## src/rtl/spi_pkg.sv

```systemverilog
// Shared frame geometry, peripheral register map and controller state type
// for the SPI register-write initiator.
package spi_pkg;

  localparam int FRAME_W = 16;
  localparam int ADDR_W  = 7;
  localparam int DATA_W  = 8;
  localparam int RW_BIT  = 15;

  localparam logic [ADDR_W-1:0] ADDR_EN_OUT_7_0   = 7'h00;
  localparam logic [ADDR_W-1:0] ADDR_EN_OUT_15_8  = 7'h01;
  localparam logic [ADDR_W-1:0] ADDR_EN_PWM_7_0   = 7'h02;
  localparam logic [ADDR_W-1:0] ADDR_EN_PWM_15_8  = 7'h03;
  localparam logic [ADDR_W-1:0] ADDR_PWM_DUTY     = 7'h04;

  // state    | meaning
  // ST_IDLE  | ncs high, ready for a request
  // ST_SETUP | ncs low, first bit on copi, sclk low for one half-period
  // ST_SHIFT | sclk toggling, 16 rising edges
  // ST_HOLD  | sclk low after the last falling edge, ncs still low
  // ST_GAP   | ncs high, minimum inter-frame spacing
  typedef enum logic [2:0] {
    ST_IDLE  = 3'd0,
    ST_SETUP = 3'd1,
    ST_SHIFT = 3'd2,
    ST_HOLD  = 3'd3,
    ST_GAP   = 3'd4
  } spi_state_t;

  function automatic logic [FRAME_W-1:0] pack_frame(
    input logic              wr,
    input logic [ADDR_W-1:0] addr,
    input logic [DATA_W-1:0] data
  );
    return {wr, addr, data};
  endfunction

endpackage

```

## src/rtl/spi_ctrl_tick.sv

```systemverilog
// Half-period timebase: counts 0..CLK_DIV-1 and flags the terminal count,
// so the tick fires on every CLK_DIV-th cycle after a clear.
module spi_ctrl_tick #(
  parameter int CLK_DIV = 4
) (
  input  logic clk,
  input  logic rst,
  input  logic i_clr,
  output logic o_tick
);

  localparam int CW = (CLK_DIV > 1) ? $clog2(CLK_DIV) : 1;
  localparam logic [CW-1:0] TC = CW'(CLK_DIV - 1);

  logic [CW-1:0] r_cnt;

  always_ff @(posedge clk) begin
    if (rst || i_clr) begin
      r_cnt <= '0;
    end else if (r_cnt == TC) begin
      r_cnt <= '0;
    end else begin
      r_cnt <= r_cnt + CW'(1);
    end
  end

  assign o_tick = (r_cnt == TC);

endmodule

```

## src/rtl/spi_controller.sv

```systemverilog
// Mode-0 SPI initiator: one 16-bit {rw, addr, data} frame per accepted
// request, MSB first, with CIPO captured on every rising SCLK edge.
module spi_controller
  import spi_pkg::*;
#(
  parameter int CLK_DIV    = 4,
  parameter int GAP_CYCLES = 4
) (
  input  logic              clk,
  input  logic              rst,
  input  logic              req_valid,
  output logic              req_ready,
  input  logic              req_write,
  input  logic [ADDR_W-1:0] req_addr,
  input  logic [DATA_W-1:0] req_data,
  output logic              busy,
  output logic              done,
  output logic [DATA_W-1:0] rsp_data,
  output logic              sclk,
  output logic              copi,
  output logic              ncs,
  input  logic              cipo
);

  localparam int BIT_W = $clog2(FRAME_W);
  localparam logic [BIT_W-1:0] LAST_BIT = BIT_W'(FRAME_W - 1);
  localparam logic [7:0] GAP_LOAD = 8'(GAP_CYCLES - 1);

  spi_state_t r_state;
  spi_state_t w_next;

  logic               w_tick;
  logic               w_tick_clr;
  logic               w_accept;
  logic               w_last_fall;
  logic [FRAME_W-1:0] w_frame;

  logic [FRAME_W-2:0] r_tx;
  logic [DATA_W-1:0]  r_rx;
  logic [DATA_W-1:0]  r_rsp;
  logic [BIT_W-1:0]   r_bit;
  logic [7:0]         r_gap;
  logic               r_sclk;
  logic               r_copi;
  logic               r_ncs;
  logic               r_done;
  logic               r_ready;

  assign w_frame     = pack_frame(req_write, req_addr, req_data);
  assign w_accept    = req_valid && r_ready;
  // Holding the timebase in reset while idle aligns every frame's ticks to acceptance.
  assign w_tick_clr  = (r_state == ST_IDLE);
  assign w_last_fall = (r_state == ST_SHIFT) && w_tick && r_sclk && (r_bit == LAST_BIT);

  spi_ctrl_tick #(
    .CLK_DIV (CLK_DIV)
  ) u_tick (
    .clk    (clk),
    .rst    (rst),
    .i_clr  (w_tick_clr),
    .o_tick (w_tick)
  );

  always_ff @(posedge clk) begin
    if (rst) begin
      r_state <= ST_IDLE;
    end else begin
      r_state <= w_next;
    end
  end

  always_comb begin
    w_next = r_state;
    case (r_state)
      ST_IDLE:  if (w_accept)    w_next = ST_SETUP;
      ST_SETUP: if (w_tick)      w_next = ST_SHIFT;
      ST_SHIFT: if (w_last_fall) w_next = ST_HOLD;
      ST_HOLD:  if (w_tick)      w_next = ST_GAP;
      ST_GAP:   if (r_gap == '0) w_next = ST_IDLE;
      default:                   w_next = ST_IDLE;
    endcase
  end

  always_ff @(posedge clk) begin
    if (rst) begin
      r_tx    <= '0;
      r_rx    <= '0;
      r_rsp   <= '0;
      r_bit   <= '0;
      r_gap   <= '0;
      r_sclk  <= 1'b0;
      r_copi  <= 1'b0;
      r_ncs   <= 1'b1;
      r_done  <= 1'b0;
      r_ready <= 1'b0;
    end else begin
      r_ready <= (w_next == ST_IDLE);
      r_done  <= 1'b0;
      case (r_state)
        ST_IDLE: begin
          if (w_accept) begin
            r_copi <= w_frame[RW_BIT];
            r_tx   <= w_frame[RW_BIT-1:0];
            r_ncs  <= 1'b0;
            r_sclk <= 1'b0;
            r_bit  <= '0;
          end
        end
        ST_SETUP: begin
          if (w_tick) begin
            r_sclk <= 1'b1;
            r_rx   <= {r_rx[DATA_W-2:0], cipo};
          end
        end
        ST_SHIFT: begin
          if (w_tick) begin
            if (!r_sclk) begin
              r_sclk <= 1'b1;
              r_rx   <= {r_rx[DATA_W-2:0], cipo};
            end else begin
              r_sclk <= 1'b0;
              // The final falling edge leaves copi on bit 0 through HOLD.
              if (r_bit != LAST_BIT) begin
                r_bit  <= r_bit + BIT_W'(1);
                r_copi <= r_tx[FRAME_W-2];
                r_tx   <= {r_tx[FRAME_W-3:0], 1'b0};
              end
            end
          end
        end
        ST_HOLD: begin
          if (w_tick) begin
            r_ncs  <= 1'b1;
            r_copi <= 1'b0;
            r_done <= 1'b1;
            r_rsp  <= r_rx;
            r_gap  <= GAP_LOAD;
          end
        end
        ST_GAP: begin
          if (r_gap != '0) begin
            r_gap <= r_gap - 8'd1;
          end
        end
        default: ;
      endcase
    end
  end

  assign req_ready = r_ready;
  assign busy      = (r_state != ST_IDLE);
  assign done      = r_done;
  assign rsp_data  = r_rsp;
  assign sclk      = r_sclk;
  assign copi      = r_copi;
  assign ncs       = r_ncs;

endmodule

```

## config.mk

```make
export PLATFORM = sky130hd
export DESIGN_NAME = spi_controller
export DESIGN_NICKNAME = d
export VERILOG_FILES = /design/src/rtl/spi_pkg.sv /design/src/rtl/spi_ctrl_tick.sv /design/src/rtl/spi_controller.sv
export SDC_FILE = /design/constraint.sdc
export NUM_CORES = 1
export LEC_CHECK = 0
export CORE_ASPECT_RATIO = 0.7
export CORE_UTILIZATION = 59
export CTS_BUF_LIST = sky130_fd_sc_hd__clkbuf_8
export DETAILED_ROUTE_END_ITERATION = 16
export GPL_ROUTABILITY_DRIVEN = 0
export PLACE_DENSITY_LB_ADDON = 0.3
export REMOVE_ABC_BUFFERS = 1
export SKIP_LAST_GASP = 1
export SYNTH_ARGS = -nofsm -noshare
export SYNTH_HDL_FRONTEND = slang
export SYNTH_SLANG_ARGS = --single-unit
```

## constraint.sdc

```tcl
create_clock -name clk -period 3.2 [get_ports clk]
set_clock_uncertainty 0.1 [all_clocks]
set_input_delay 0.8 -clock clk [delete_from_list [all_inputs] [get_ports clk]]
set_output_delay 0.8 -clock clk [all_outputs]
set_load 0.01 [all_outputs]
```

==> out/summary.txt <==
FF-to-FF path depth -> 5
TritonRoute pass-1 iters -> 4
Vias/cell -> 5.867
synthesized flop and latch total -> 53
initial antenna violation count -> 0
DRC viols -> 0
synth warn -> 0
worst setup path endpoint -> busy
# diodes -> 0
Setup crit end kind -> output port
Post-Syn Area -> 2522 sq um
VDD IR-drop max -> 0.2879 mV
worst hold path type -> flip-flop to flip-flop
Inserted Clock Buffers -> 5
period utilisation layout -> 82.91%
post-synthesis cell count -> 274
hold_buf cts -> 0
Top Ports -> 34
RSZ-0062 raised after global routing -> false
postcts setup bufs -> 0
clk sinks -> 53
global-route wire length before repair -> 8687 microns
clk_lat worst skew -> 300 ps
Reg area -> 1061 sq um
CP Launch Type -> flip-flop
clock tree from TritonCTS -> done
Die H -> 56.71 microns
H-tree Lvls -> 2
Arr. time, crit path -> 1750 ps
Tmin final -> 2653 ps
max capacitance violation total -> 0
Clock transition at path regs -> 90 ps
Slew @ Worst Pin -> 667.0 ps
post-synthesis sequential area ratio -> 42.06%
kind of critical path -> flip-flop to output port
Max FO, Critical Path -> 13
PortBufs -> 33
clk buf depth -> 2
RR Startpoint -> r_state[1]
Slew headroom -> 55.53%
status -> finished, final reports clean
hold path depth -> 1
Critical path origin -> r_state[0]
layout cell share with drive strength beyond 1 -> 12.96%
final wirelength -> 5224 microns
R2R Path End -> r_tx[4]
WL per Instance -> 14.80 microns
vias in the first global route -> 1906
row count -> 19
Avg Inst Size Synth -> 9.206 sq um
reg-to-reg slack, setup -> 870 ps
Max Slew Vio Count -> 0
synth unique cells -> 45
core area -> 4018 sq um
Pwr Density -> 409.7 nW/um^2
root buf cell -> clkbuf_8
Pleak -> 1.109 nW
post-cts resize count -> 0
fin nets -> 325
WP data required -> 2300 ps
placed cells -> 346
Multi-input gate area -> 1330 sq um
Fin. Hold Viols -> 0
starting density of the core -> 62.78%
initial drt markers -> 129
Non-Filler Instances -> 353
Area Growth Syn to Fin -> 16.72%
Fin Setup TNS -> 0 ps
final setup fails -> 0
grt ovf -> 0
Die W -> 80.15 microns
largest net degree at the start of global routing -> 29
Post-DRT Antenna Nets -> 0
Fill cells -> 328
Max Fclk -> 0.3769 GHz
Die ar. -> 4545 sq um
total number of vias -> 2071
Detailed Place HPWL -> 3557 microns
Total Routing Usage GR -> 24.71%
==> power by group <==
group / internal [W] / switching, W
logic: 0.0000652 / 0.0000613
registers: 0.000680 / 0.0000197
clock network: 0.000171 / 0.000208
total: 0.000917 / 0.000290
==> placed cells by master (no fill, tap or decap), types with 5 or more instances in the layout <==
cell type / count
dfxtp_1: 53
clkdlybuf4s50_1: 33
nor3_1: 28
nand2_1: 26
nor2_1: 18
nor2b_1: 15
a21oi_1: 12
nor3_2: 10
mux2i_1: 10
inv_1: 8
a221oi_2: 8
a221oi_1: 8
nand3_1: 7
xor2_1: 7
clkbuf_8: 6
and3_1: 5
o21ai_0: 5
buf_4: 5
==> logic make-up (layout without fill, tap and decap cells) <==
group | count (synthesis) | after routing | share of synthesized area, %
and+or+nand+nor | 126 | 126 | 28.52
adders and majority gates | 4 | 4 | 1.984
DFF | 53 | 53 | 42.06
muxes | 10 | 10 | 3.968
xor gates and xnor gates | 7 | 7 | 2.431
buffers and inverters | 26 | 53 | 5.208
AOI/OAI and AO/OA | 48 | 48 | 15.82
==> worst max-delay path, cell delays in order (launching register included) <==
cell	delay [ps]
dfxtp_1	690
nor3_2	160
inv_1	80
clkdlybuf4s50_1	520
==> worst min path at each step <==
stage | from | endpoint | slack (ps)
6_report | u_tick.r_cnt[0] | u_tick.r_cnt[0] | 340
5_1_grt | u_tick.r_cnt[0] | u_tick.r_cnt[0] | 360
4_1_cts | u_tick.r_cnt[0] | u_tick.r_cnt[0] | 340
3_5_place_dp | u_tick.r_cnt[0] | u_tick.r_cnt[0] | 330
3_3_place_gp | u_tick.r_cnt[0] | u_tick.r_cnt[0] | 320
2_1_floorplan | u_tick.r_cnt[0] | u_tick.r_cnt[0] | 300
==> synth_stat cells <==
| master | n | share of area [%] |
|---|---|---|
| a211oi_1 | 1 | 0.30 |
| o21ai_4 | 1 | 0.65 |
| nor3b_4 | 1 | 0.74 |
| a41o_1 | 1 | 0.40 |
| and2_1 | 1 | 0.25 |
| nor3b_1 | 1 | 0.30 |
| inv_1 | 8 | 1.2 |
| mux2i_1 | 10 | 4.0 |
| nor3b_2 | 1 | 0.50 |
| and2b_1 | 1 | 0.30 |
| a21oi_2 | 1 | 0.35 |
| nor4_1 | 2 | 0.50 |
| nand4_1 | 2 | 0.50 |
| ha_1 | 4 | 2.0 |
| or3b_2 | 1 | 0.35 |
| nor3_2 | 10 | 4.0 |
| a21oi_1 | 12 | 2.4 |
| nand2_1 | 26 | 3.9 |
| a32oi_1 | 1 | 0.35 |
| o21a_1 | 1 | 0.30 |
| nor4b_2 | 1 | 0.60 |
| o21ai_1 | 1 | 0.20 |
| xor2_1 | 7 | 2.4 |
| or3_1 | 1 | 0.25 |
| buf_2 | 6 | 1.2 |
| nor2_1 | 18 | 2.7 |
| or4_4 | 1 | 0.45 |
| nand3_2 | 2 | 0.79 |
| and2_0 | 1 | 0.25 |
| clkbuf_1 | 6 | 0.89 |
| buf_6 | 1 | 0.45 |
| o22ai_1 | 2 | 0.50 |
| a221oi_2 | 8 | 4.8 |
| o2111ai_1 | 2 | 0.69 |
| a221oi_1 | 8 | 2.8 |
| buf_4 | 5 | 1.5 |
| o211ai_1 | 2 | 0.60 |
| o21ai_0 | 5 | 0.99 |
| and3_1 | 5 | 1.2 |
| nor4b_1 | 1 | 0.35 |
| a21o_1 | 2 | 0.60 |
| dfxtp_1 | 53 | 42 |
| nor3_1 | 28 | 5.6 |
| nand3_1 | 7 | 1.4 |
| nor2b_1 | 15 | 3.7 |
==> metal layers <==
metal	routed length [microns]	global-route usage (%)
met5	0	0
met4	104	8.929
met3	231	4.715
met2	2274	39.56
met1	2614	33.10
==> cell type report <==
cell class              count  share of cell area [%]
inverters                   8                   1.020
repair buffers             38                   12.49
well taps                  52                   2.210
clock buffers               6                   2.805
clock inverters             1                  0.2550
flip-flops and latches     53                   36.04
multi-input cells         195                   45.18
==> sequential cells by signal, summed over array words and instances (netlist names), 2 cells and up <==
register and count:
r_bit 4, r_tx 15, r_gap 8, rsp_data 8, r_state 3, u_tick.r_cnt 2
r_rx 8
==> metrics by stage <==
stage	area (sq um)	power (W)	hold WS (ps)	utilization (%)	worst slack, ps
floorplan	2421	0.0007793	303.7	-	547.1
global placement	2854	0.0008347	319.3	71.04	663.6
detailed placement	2854	0.0008406	329.9	71.04	605.2
CTS	2944	0.001211	342.7	73.28	562.6
global route	2944	0.001249	359.4	73.28	445.8
finish	2944	0.001206	339.3	73.28	546.8
Power figures use the tool's default switching activity.
